[config.mk]
export PLATFORM = sky130hd
export DESIGN_NAME = regfile_sb
export DESIGN_NICKNAME = d
export VERILOG_FILES = /design/src/rtl/regfile_sb.sv
export SDC_FILE = /design/constraint.sdc
export NUM_CORES = 1
export LEC_CHECK = 0
export ABC_AREA = 1
export CORE_MARGIN = 5
export CORE_UTILIZATION = 45
export CTS_CLUSTER_SIZE = 10
export DETAILED_ROUTE_END_ITERATION = 8
export GPL_TIMING_DRIVEN = 0
export PLACE_DENSITY = 0.63
export SYNTH_ARGS = -nofsm -noshare
export SYNTH_HDL_FRONTEND = slang
export SYNTH_SLANG_ARGS = --single-unit
[constraint.sdc]
create_clock -name i_clk -period 2.6 [get_ports i_clk]
set_input_delay 0.26 -clock i_clk [delete_from_list [all_inputs] [get_ports i_clk]]
set_output_delay 0.26 -clock i_clk [all_outputs]
set_load 0.02 [all_outputs]
[src/rtl/regfile_sb.sv]
// rtl/regfile_sb.sv - parametrised 2R/1W register file with write bypass and pending-write scoreboard
//
// Purpose:
//   Architectural register file between decode and writeback. Reads are
//   combinational, and a same-cycle write is bypassed onto the read ports.
//   Each register has a small saturating pending-write counter. Decode
//   reserves a register here. Writeback retires one reservation when it
//   writes with i_release set.
//
// Ports:
//   i_clk          clock, all state updates on posedge
//   i_reset_n      synchronous active-low reset (clears data and counters)
//   i_load         write enable
//   i_dest         write register index
//   i_in           write data
//   i_release      with i_load: retire one reservation of i_dest
//   i_reserve      claim a pending write to i_reserve_reg
//   i_reserve_reg  register being reserved
//   o_reserve_ok   reservation accepted this cycle (combinational)
//   i_src_a/b      read indices
//   o_reg_a/b      read data (combinational, bypassed)
//   o_busy_a/b     registered pending count of src_a/src_b is non-zero
//   o_any_busy     any register has a non-zero pending count
module regfile_sb #(
   parameter int DATA_W  = 16,
   parameter int NREGS   = 8,
   parameter int CNT_W   = 2,
   parameter int R0_ZERO = 0,
   localparam int ADDR_W = (NREGS > 1) ? $clog2(NREGS) : 1
) (
   input  logic              i_clk,
   input  logic              i_reset_n,
   input  logic              i_load,
   input  logic [ADDR_W-1:0] i_dest,
   input  logic [DATA_W-1:0] i_in,
   input  logic              i_release,
   input  logic              i_reserve,
   input  logic [ADDR_W-1:0] i_reserve_reg,
   output logic              o_reserve_ok,
   input  logic [ADDR_W-1:0] i_src_a,
   input  logic [ADDR_W-1:0] i_src_b,
   output logic [DATA_W-1:0] o_reg_a,
   output logic [DATA_W-1:0] o_reg_b,
   output logic              o_busy_a,
   output logic              o_busy_b,
   output logic              o_any_busy
);

   // Storage covers the full index space so every index value is a legal
   // array element. Entries at or above NREGS are never written or
   // reserved, so they stay zero.
   localparam int                DEPTH   = 1 << ADDR_W;
   localparam int unsigned       NR_U    = NREGS;
   localparam logic [ADDR_W:0]   LP_NREGS = NR_U[ADDR_W:0];
   localparam bit                LP_R0   = (R0_ZERO != 0);
   localparam logic [CNT_W-1:0]  LP_MAX  = '1;
   localparam logic [CNT_W-1:0]  LP_ONE  = 1;
   localparam logic [ADDR_W-1:0] LP_ZERO = '0;

   logic [DATA_W-1:0] r_data [0:DEPTH-1];
   logic [CNT_W-1:0]  r_cnt  [0:DEPTH-1];

   logic              w_dest_ok;
   logic              w_src_a_ok;
   logic              w_src_b_ok;
   logic              w_rsv_in_range;
   logic              w_wr_en;
   logic              w_rsv_dec;
   logic [DEPTH-1:0]  w_inc;
   logic [DEPTH-1:0]  w_dec;
   logic [DEPTH-1:0]  w_nonzero;

   // An index is readable when it is in range and is not a hardwired-zero r0.
   assign w_dest_ok      = ({1'b0, i_dest} < LP_NREGS) && !(LP_R0 && i_dest == LP_ZERO);
   assign w_src_a_ok     = ({1'b0, i_src_a} < LP_NREGS) && !(LP_R0 && i_src_a == LP_ZERO);
   assign w_src_b_ok     = ({1'b0, i_src_b} < LP_NREGS) && !(LP_R0 && i_src_b == LP_ZERO);
   assign w_rsv_in_range = ({1'b0, i_reserve_reg} < LP_NREGS);
   assign w_wr_en        = i_load && w_dest_ok;

   // A retirement of the reserved register in the same cycle frees a slot.
   // Because of that, a counter at max can still accept the reservation.
   assign w_rsv_dec = i_load && i_release && (i_dest == i_reserve_reg) &&
                      (r_cnt[i_reserve_reg] != '0);

   assign o_reserve_ok = !(LP_R0 && i_reserve_reg == LP_ZERO) &&
                         ((r_cnt[i_reserve_reg] != LP_MAX) || w_rsv_dec);

   // The bypass wins over stored data. A disabled index (r0 when hardwired,
   // or out of range) always reads zero.
   always_comb begin
      o_reg_a = '0;
      if (w_src_a_ok) begin
         if (i_load && i_dest == i_src_a) o_reg_a = i_in;
         else                             o_reg_a = r_data[i_src_a];
      end
   end

   always_comb begin
      o_reg_b = '0;
      if (w_src_b_ok) begin
         if (i_load && i_dest == i_src_b) o_reg_b = i_in;
         else                             o_reg_b = r_data[i_src_b];
      end
   end

   // Busy comes from the registered counters only. A release in the same
   // cycle shows up one cycle later.
   assign o_busy_a   = ({1'b0, i_src_a} < LP_NREGS) && (r_cnt[i_src_a] != '0);
   assign o_busy_b   = ({1'b0, i_src_b} < LP_NREGS) && (r_cnt[i_src_b] != '0);
   assign o_any_busy = |w_nonzero;

   always_comb begin
      w_inc     = '0;
      w_dec     = '0;
      w_nonzero = '0;
      for (int r = 0; r < DEPTH; r++) begin
         w_inc[r]     = i_reserve && o_reserve_ok && w_rsv_in_range &&
                        (i_reserve_reg == r[ADDR_W-1:0]);
         w_dec[r]     = i_load && i_release && (i_dest == r[ADDR_W-1:0]) &&
                        (r_cnt[r] != '0);
         w_nonzero[r] = (r_cnt[r] != '0);
      end
   end

   always_ff @(posedge i_clk) begin
      if (!i_reset_n) begin
         for (int r = 0; r < DEPTH; r++) begin
            r_data[r] <= '0;
            r_cnt[r]  <= '0;
         end
      end else begin
         if (w_wr_en) r_data[i_dest] <= i_in;
         for (int r = 0; r < DEPTH; r++) begin
            if (w_inc[r] && !w_dec[r])      r_cnt[r] <= r_cnt[r] + LP_ONE;
            else if (w_dec[r] && !w_inc[r]) r_cnt[r] <= r_cnt[r] - LP_ONE;
         end
      end
   end

endmodule
==> metrics.sh, run 1 <==
OUTCOME='finished clean'
WL_PER_CELL_UM=22.62
HOLD_VIOLATIONS=0
MULTI_INPUT_AREA_MM2=0.003631
FINALMAXSLEWVIOLATIONS=0
CELLS_TRAVERSED_ALONG_THE_WORST_TIMING_PATH='clkdlybuf4s50_1 > clkbuf_4 > o22ai_1 > a21oi_1 > o2111ai_2 > buf_4 > o21ai_1 > clkdlybuf4s15_1'
CRITICAL_PATH_LAUNCH_POINT_TYPE='input port'
VIAS_AFTER_DETAILED_ROUTING=8454
FINALSETUPVIOLATIONS=0
YOSYSSEQAREASHARE_PCT=49.91
SHARE_OF_FINAL_LAYOUT_STANDARD_CELLS_STRONGER_THAN_DRIVE_STRENGTH_1_PCT=11.38
GLOBALROUTEOVERFLOWTOTAL=0
TIMING.SETUP.TNS_NS=0
SYNTH.MOST_COMMON_CELL='sky130_fd_sc_hd__nor2_1'
WORSTPATHBUFFERINVERTERCOUNT=4
SYNTH_AREA_LEADER_CELL='sky130_fd_sc_hd__edfxtp_1'
SEQ_AREA_MM2=0.004324
TOTAL_LEAKAGE_POWER_nW=4.061
BOUNDARYPINS=69
FINAL.FILL_COUNT=1784
PEAKVDDDROP_V=0.0005207
DIEHEIGHT_UM=148.8
ASYNCSETRESETFLOPFRACSYNTH_PCT=0
CORE_MM2=0.01883
TIMING_WORST_SLEW_PIN_VALUE_NS=0.7921
ANTENNA_FOUND_INITIAL=0
UNREPAIRED_SETUP_ENDPOINTS_AFTER_GLOBAL_ROUTING='no'
SETUP_WS_NS=0.005218
SYNTHDOMINANTCELLAREASHARE_PCT=49.91
SYNTH-EDFF-COUNT=144
CLOCKBUFFERDEPTH=2
SYNTH.TOP_CELLS.BY_AREA='sky130_fd_sc_hd__edfxtp_1, sky130_fd_sc_hd__o21ai_0, sky130_fd_sc_hd__nor2_1'
CTS_TREE='built'
SYNTH-WARNING-COUNT=0
FLOW.AREA_GROWTH_FROM_SYNTHESIS_PCT=18.66
DIE_X_UM=148.8
CELL_CHOSEN_FOR_THE_CLOCK_ROOT='sky130_fd_sc_hd__clkbuf_16'
DR.FIRST_ITER.DRC_COUNT=1082
CLOCK_SINKS=144
TIMING.FINAL.CRIT_PERIOD_NS=2.595
POST_SYNTH_INSTANCE_AREA_MM2=0.008665
POSTSYNTHCELLCOUNT=1067
GRT_PASS1_WL_UM=48200
FINALCOREUTILIZATION_PCT=54.60
ROWS=50
MOST_COMMON_LIBRARY_CELLS_AFTER_SYNTHESIS='sky130_fd_sc_hd__nor2_1, sky130_fd_sc_hd__o21ai_0, sky130_fd_sc_hd__edfxtp_1'
POST_SYNTH.CELL_AREA_AVG_UM2=8.120
TIMING.CRITICAL_PATH.FANOUT_MAX=10
DETAILED_PLACE_HPWL_UM=23120
VIAS_IN_THE_FIRST_GLOBAL_ROUTE=8413
MAPPEDNETLISTNETS=1101
TIMING.FINAL.CRIT_SHARE_PCT=99.80
CRIT_REQUIRED_NS=2.34
POWER-PER-CELL-AREA_mW_PER_MM2=625.2
SLOWEST_DELAY_NS=0.51
NUMCTSBUFFERS=17
POSTSYNTH.TOPFLOPCELL='sky130_fd_sc_hd__edfxtp_1'
DIE_AREA_MM2=0.02213
HTREEDEPTH=4
INSERTION_DELAY_NS=0.43
TIMING.SLEW.HEADROOM_PCT=47.06
CRITICAL_PATH_CLASS='in2out'
DRT_DRC_VIOLATIONS_LEFT=0
SYNTH_CELL_TYPES=33
GRT_MAX_DEGREE=17
FMAX_MHz=385.4
ROUTED_WL_UM=32120
CP_DATA_ARRIVAL_TIME_NS=2.33
NUMBER_OF_ITERATIONS_IN_THE_FIRST_DETAILED_ROUTING_PASS=6
INITIAL_UTILIZATION_PCT=46.01
PLACEMENT.SETUP.WORST_SLACK_NS=-0.7600
DRT.ANTENNA.VIOLATING_NETS=0
FINAL.SETUP_SKEW_NS=0.004143
DETAIL_ROUTE.VIAS_PER_CELL=5.954
CPMAXSTAGEDELAYCELL='sky130_fd_sc_hd__clkdlybuf4s50_1'
END_KIND='primary output'
DRV.MAX_CAP_VIOLATION_COUNT=0
IO_BUFFERS=62
WORST_MIN_DELAY_PATH_CATEGORY='in2reg'
PATH_DELAY_FAMILY='buffers and inverters'
NUM-NETS-FINAL=1183
HOLDBUFCOUNTCTS=0
CLKTRANSATPATHREGS_NS=0.06
NUM_ANTENNA_CELLS=0
SYNTH_SEQ_CELLS=144
GP_CONGESTION=0.9772
GRT_USAGE_PCT=29.07
cells by family (layout without fill, tap and decap cells):
family	after synthesis	count (layout)	synth area share, %
AOI/OAI and AO/OA	322	322	20.90
and+or+nand+nor	417	417	20.22
xor gates and xnor gates	2	2	0.2022
DFF	144	144	49.91
adders and majority gates	1	1	0.1444
buffers and inverters	181	274	8.635
path summary, 6_finish.rpt:
| kind | startpoint | endpoint | slack [ns] | cells past startpoint |
|---|---|---|---|---|
| max | i_src_a[1] | o_reg_a[2] | 0.005 | 8 |
| min reg2reg | r_cnt[2][0]$_SDFFCE_PN0P_ | r_cnt[2][0]$_SDFFCE_PN0P_ | 0.61 | 1 |
| max reg2reg | r_cnt[3][0]$_SDFFCE_PN0P_ | r_cnt[0][1]$_SDFFCE_PN0P_ | 0.76 | 14 |
| min | i_reserve_reg[1] | r_cnt[1][0]$_SDFFCE_PN0P_ | 0.44 | 6 |
state kept, by name, indices dropped and copies added, names as in the netlist:
name	cells
r_cnt	16
r_data	128
placed cells by master (no fill, tap or decap), drive strengths merged:
cell type / instances
a21oi: 89
a31oi: 5
buf: 27
bufinv: 3
clkbuf: 74
clkdlybuf4s15: 8
clkdlybuf4s50: 28
clkinv: 24
clkinvlp: 2
dlygate4sd2: 16
dlymetal6s2s: 2
edfxtp: 144
ha: 1
inv: 90
nand2: 151
nand3: 64
nand3b: 1
nor2: 191
nor3: 8
nor4: 2
o2111ai: 2
o211ai: 62
o21ai: 156
o221ai: 2
o22ai: 6
xnor2: 2
per-stage QoR:
step                power (mW)  cell area, um^2  hold slack (ns)  cells
finish                   6.427            10280           0.4388   1420
global route             6.621            10280           0.4717   1420
CTS                      6.371            10240           0.4295   1419
detailed placement       3.986             9610           0.6011   1389
global placement         3.972             9610           0.6022   1389
floorplan                3.476             8665           0.5741   1067
routing by layer:
metal	routed length [um]	global-route usage [%]	vias up	share of wire, %
met5	0	0	-	0
met4	1766	16.66	0	5.5
met3	3096	6.563	128	9.6
met2	14740	46.65	561	46
met1	12520	36.24	3918	39
li1	-	-	3847	-
worst register-to-register path: cells and delay by family (launching register included):
kind / cells / cell delay, ns
buf+inv: 3 / 0.26
flops: 1 / 0.44
simple gates: 11 / 0.82
power breakdown:
group          switching [mW]  total, mW  internal [mW]
registers              0.0721       2.78           2.71
clock network           0.989       2.48           1.49
logic                   0.808       1.17          0.362
total                    1.87       6.43           4.56
layout make-up:
type / count / area share, %
sequential: 144 / 42.06
multi-input combinational: 742 / 35.32
timing repair buffer: 63 / 5.610
buffer: 74 / 4.345
clock buffer: 18 / 4.174
inverter: 107 / 3.931
tap: 260 / 3.164
clock inverter: 12 / 1.400
what timing repair did:
action                     4_1_cts  5_1_grt
resized for setup              107       62
setup endpoints to repair       50       83
setup buffers                    0        1
No activity file was read; power rests on OpenSTA's default activity.
==> run 2: changes to the inputs <==
--- a/config.mk
+++ b/config.mk
@@ -10,7 +10,6 @@
 export CORE_UTILIZATION = 45
 export CTS_CLUSTER_SIZE = 10
 export DETAILED_ROUTE_END_ITERATION = 8
-export GPL_TIMING_DRIVEN = 0
 export PLACE_DENSITY = 0.63
 export SYNTH_ARGS = -nofsm -noshare
 export SYNTH_HDL_FRONTEND = slang
==> metrics.sh, run 2 (same netlist as run 1, synthesis figures left out) <==
OUTCOME='finished clean'
ROUTED_WL_UM=28340
HTREEDEPTH=4
FINAL.FILL_COUNT=1766
TIMING.SLEW.HEADROOM_PCT=65.54
WORST_MIN_DELAY_PATH_CATEGORY='in2reg'
GRT_MAX_DEGREE=72
GP_CONGESTION=0.9381
CRITICAL_PATH_LAUNCH_POINT_TYPE='register'
GRT_PASS1_WL_UM=44020
CRIT_REQUIRED_NS=2.34
CTS_TREE='built'
FINALMAXSLEWVIOLATIONS=0
CELL_CHOSEN_FOR_THE_CLOCK_ROOT='sky130_fd_sc_hd__clkbuf_16'
POST-CTS-SETUP-BUFFERS=0
GRT_USAGE_PCT=26.05
FINAL.SETUP_SKEW_NS=0.008125
VIAS_AFTER_DETAILED_ROUTING=8182
DIE_X_UM=148.8
SHARE_OF_FINAL_LAYOUT_STANDARD_CELLS_STRONGER_THAN_DRIVE_STRENGTH_1_PCT=12.79
INITIAL_UTILIZATION_PCT=46.01
P_TOTAL_mW=6.324
NUMBER_OF_ITERATIONS_IN_THE_FIRST_DETAILED_ROUTING_PASS=5
TIMING.CRITICAL_PATH.FANOUT_MAX=6
PLACEDCELLCOUNT=1402
GLOBALROUTEOVERFLOWTOTAL=0
ANTENNA_FOUND_INITIAL=0
LARGEST_REGISTER='r_data'
TIMING.FINAL.CRIT_SHARE_PCT=96.79
DIE_AREA_MM2=0.02213
FINAL_CELL_MIX='sky130_fd_sc_hd__nor2_1, sky130_fd_sc_hd__o21ai_0, sky130_fd_sc_hd__edfxtp_1'
TOTAL_LEAKAGE_POWER_nW=4.395
BOUNDARYPINS=69
DRV.MAX_CAP_VIOLATION_COUNT=0
FINALSETUPVIOLATIONS=0
CP_DATA_ARRIVAL_TIME_NS=2.26
CLOCKBUFFERDEPTH=2
NUM_ANTENNA_CELLS=0
LAYOUT_TOP_REGISTERS='r_data x128, r_cnt x16'
IO_BUFFERS=68
VIAS_IN_THE_FIRST_GLOBAL_ROUTE=7669
NUMCTSBUFFERS=17
CLKTRANSATPATHREGS_NS=0.06
DR.FIRST_ITER.DRC_COUNT=1093
CORE_MM2=0.01883
FINAL_CELLS=1433
DIEHEIGHT_UM=148.8
NUM-NETS-FINAL=1195
MULTI_INPUT_AREA_MM2=0.003613
FMAX_MHz=397.4
FLOW.AREA_GROWTH_FROM_SYNTHESIS_PCT=23.44
ROWS=50
UNREPAIRED_SETUP_ENDPOINTS_AFTER_GLOBAL_ROUTING='no'
FINAL_CELL_AREA_MM2=0.01070
LARGEST_REGISTER_FFS=128
DRT_DRC_VIOLATIONS_LEFT=0
HOLD_VIOLATIONS=0
DETAILED_PLACE_HPWL_UM=19310
DRT.ANTENNA.VIOLATING_NETS=0
TIMING.FINAL.CRIT_PERIOD_NS=2.517
WL_PER_CELL_UM=19.77
END_KIND='primary output'
CLOCK_SINKS=144
DETAIL_ROUTE.VIAS_PER_CELL=5.710
POWER-PER-CELL-AREA_mW_PER_MM2=591.3
SEQ_AREA_MM2=0.004324
MOSTFREQUENTLAYOUTCELL='sky130_fd_sc_hd__nor2_1'
CRITICAL_PATH_CLASS='reg2out'
INSERTION_DELAY_NS=0.43
PLACEMENT.CELL_AREA_MM2=0.01010
TIMING_WORST_SLEW_PIN_VALUE_NS=0.5129
PEAKVDDDROP_V=0.0005124
run 2: cell types whose count changed in the layout (fill, tap and decap cells not counted), moves of 11 or more:
cell / change
sky130_fd_sc_hd__buf_12: +13
sky130_fd_sc_hd__clkbuf_2: -18
sky130_fd_sc_hd__dlymetal6s2s_1: +16
sky130_fd_sc_hd__clkbuf_4: -17
sky130_fd_sc_hd__o21ai_0: +20
sky130_fd_sc_hd__clkbuf_1: -22
sky130_fd_sc_hd__buf_2: -11
sky130_fd_sc_hd__o21ai_1: -18
sky130_fd_sc_hd__buf_4: +62
run 2: worst paths after layout:
check	slack, ns	startpoint	end	cells after the start
max	0.08	r_cnt[3][0]$_SDFFCE_PN0P_	o_busy_b	7
min	0.58	i_in[8]	r_data[5][8]$_SDFFCE_PN0P_	3
max reg2reg	0.75	r_cnt[0][0]$_SDFFCE_PN0P_	r_cnt[1][1]$_SDFFCE_PN0P_	14
min reg2reg	0.60	r_cnt[2][0]$_SDFFCE_PN0P_	r_cnt[2][0]$_SDFFCE_PN0P_	1
run 2: metal layers:
metal | part of all wire (%) | GRT usage, % | vias to the layer above | wire (um)
met5 | 0 | 0 | - | 0
met4 | 2.7 | 8.330 | 0 | 765
met3 | 7.6 | 4.527 | 63 | 2156
met2 | 48 | 42.85 | 396 | 13490
met1 | 42 | 35.31 | 3845 | 11920
li1 | - | - | 3878 | -
run 2: per-stage QoR:
stage	hold slack [ns]	utilization (%)	setup TNS, ns	worst slack, ns
6_report	0.5778	56.80	0	0.08334
4_1_cts	0.5687	56.56	0	0.002912
3_3_place_gp	0.5949	53.66	-0.4648	-0.1204
3_5_place_dp	0.5945	53.66	-0.7721	-0.1304
2_1_floorplan	0.5741	-	0	0.6597
5_1_grt	0.5961	56.80	0	0.01016
run 2: where the power goes:
part           switching [mW]  total, mW  internal [mW]
registers              0.0662       2.77           2.71
logic                   0.755       1.19          0.437
clock network            1.03       2.36           1.33
run 2: cell type report:
class	count	share of cell area, %
clock buffer	17	3.978
multi-input combinational	742	33.79
sequential	144	40.43
inverter	107	3.755
clock inverter	14	1.228
tap	260	3.042
timing repair buffer	149	13.78
run 2: timing repair:
| item | in CTS | in global routing |
|---|---|---|
| gates resized for setup | 19 | 18 |
| setup endpoints to repair | 16 | 18 |
| hold buffers | 0 | 0 |
run 2: critical path, stage by stage, from the launching register on:
cell                              delay (ns)
sky130_fd_sc_hd__edfxtp_1               0.41
sky130_fd_sc_hd__nor2_1                 0.07
sky130_fd_sc_hd__inv_1                  0.19
sky130_fd_sc_hd__a21oi_1                0.09
sky130_fd_sc_hd__o21ai_0                0.15
sky130_fd_sc_hd__nand3_1                0.18
sky130_fd_sc_hd__nand2_1                0.11
sky130_fd_sc_hd__clkdlybuf4s50_1        0.63
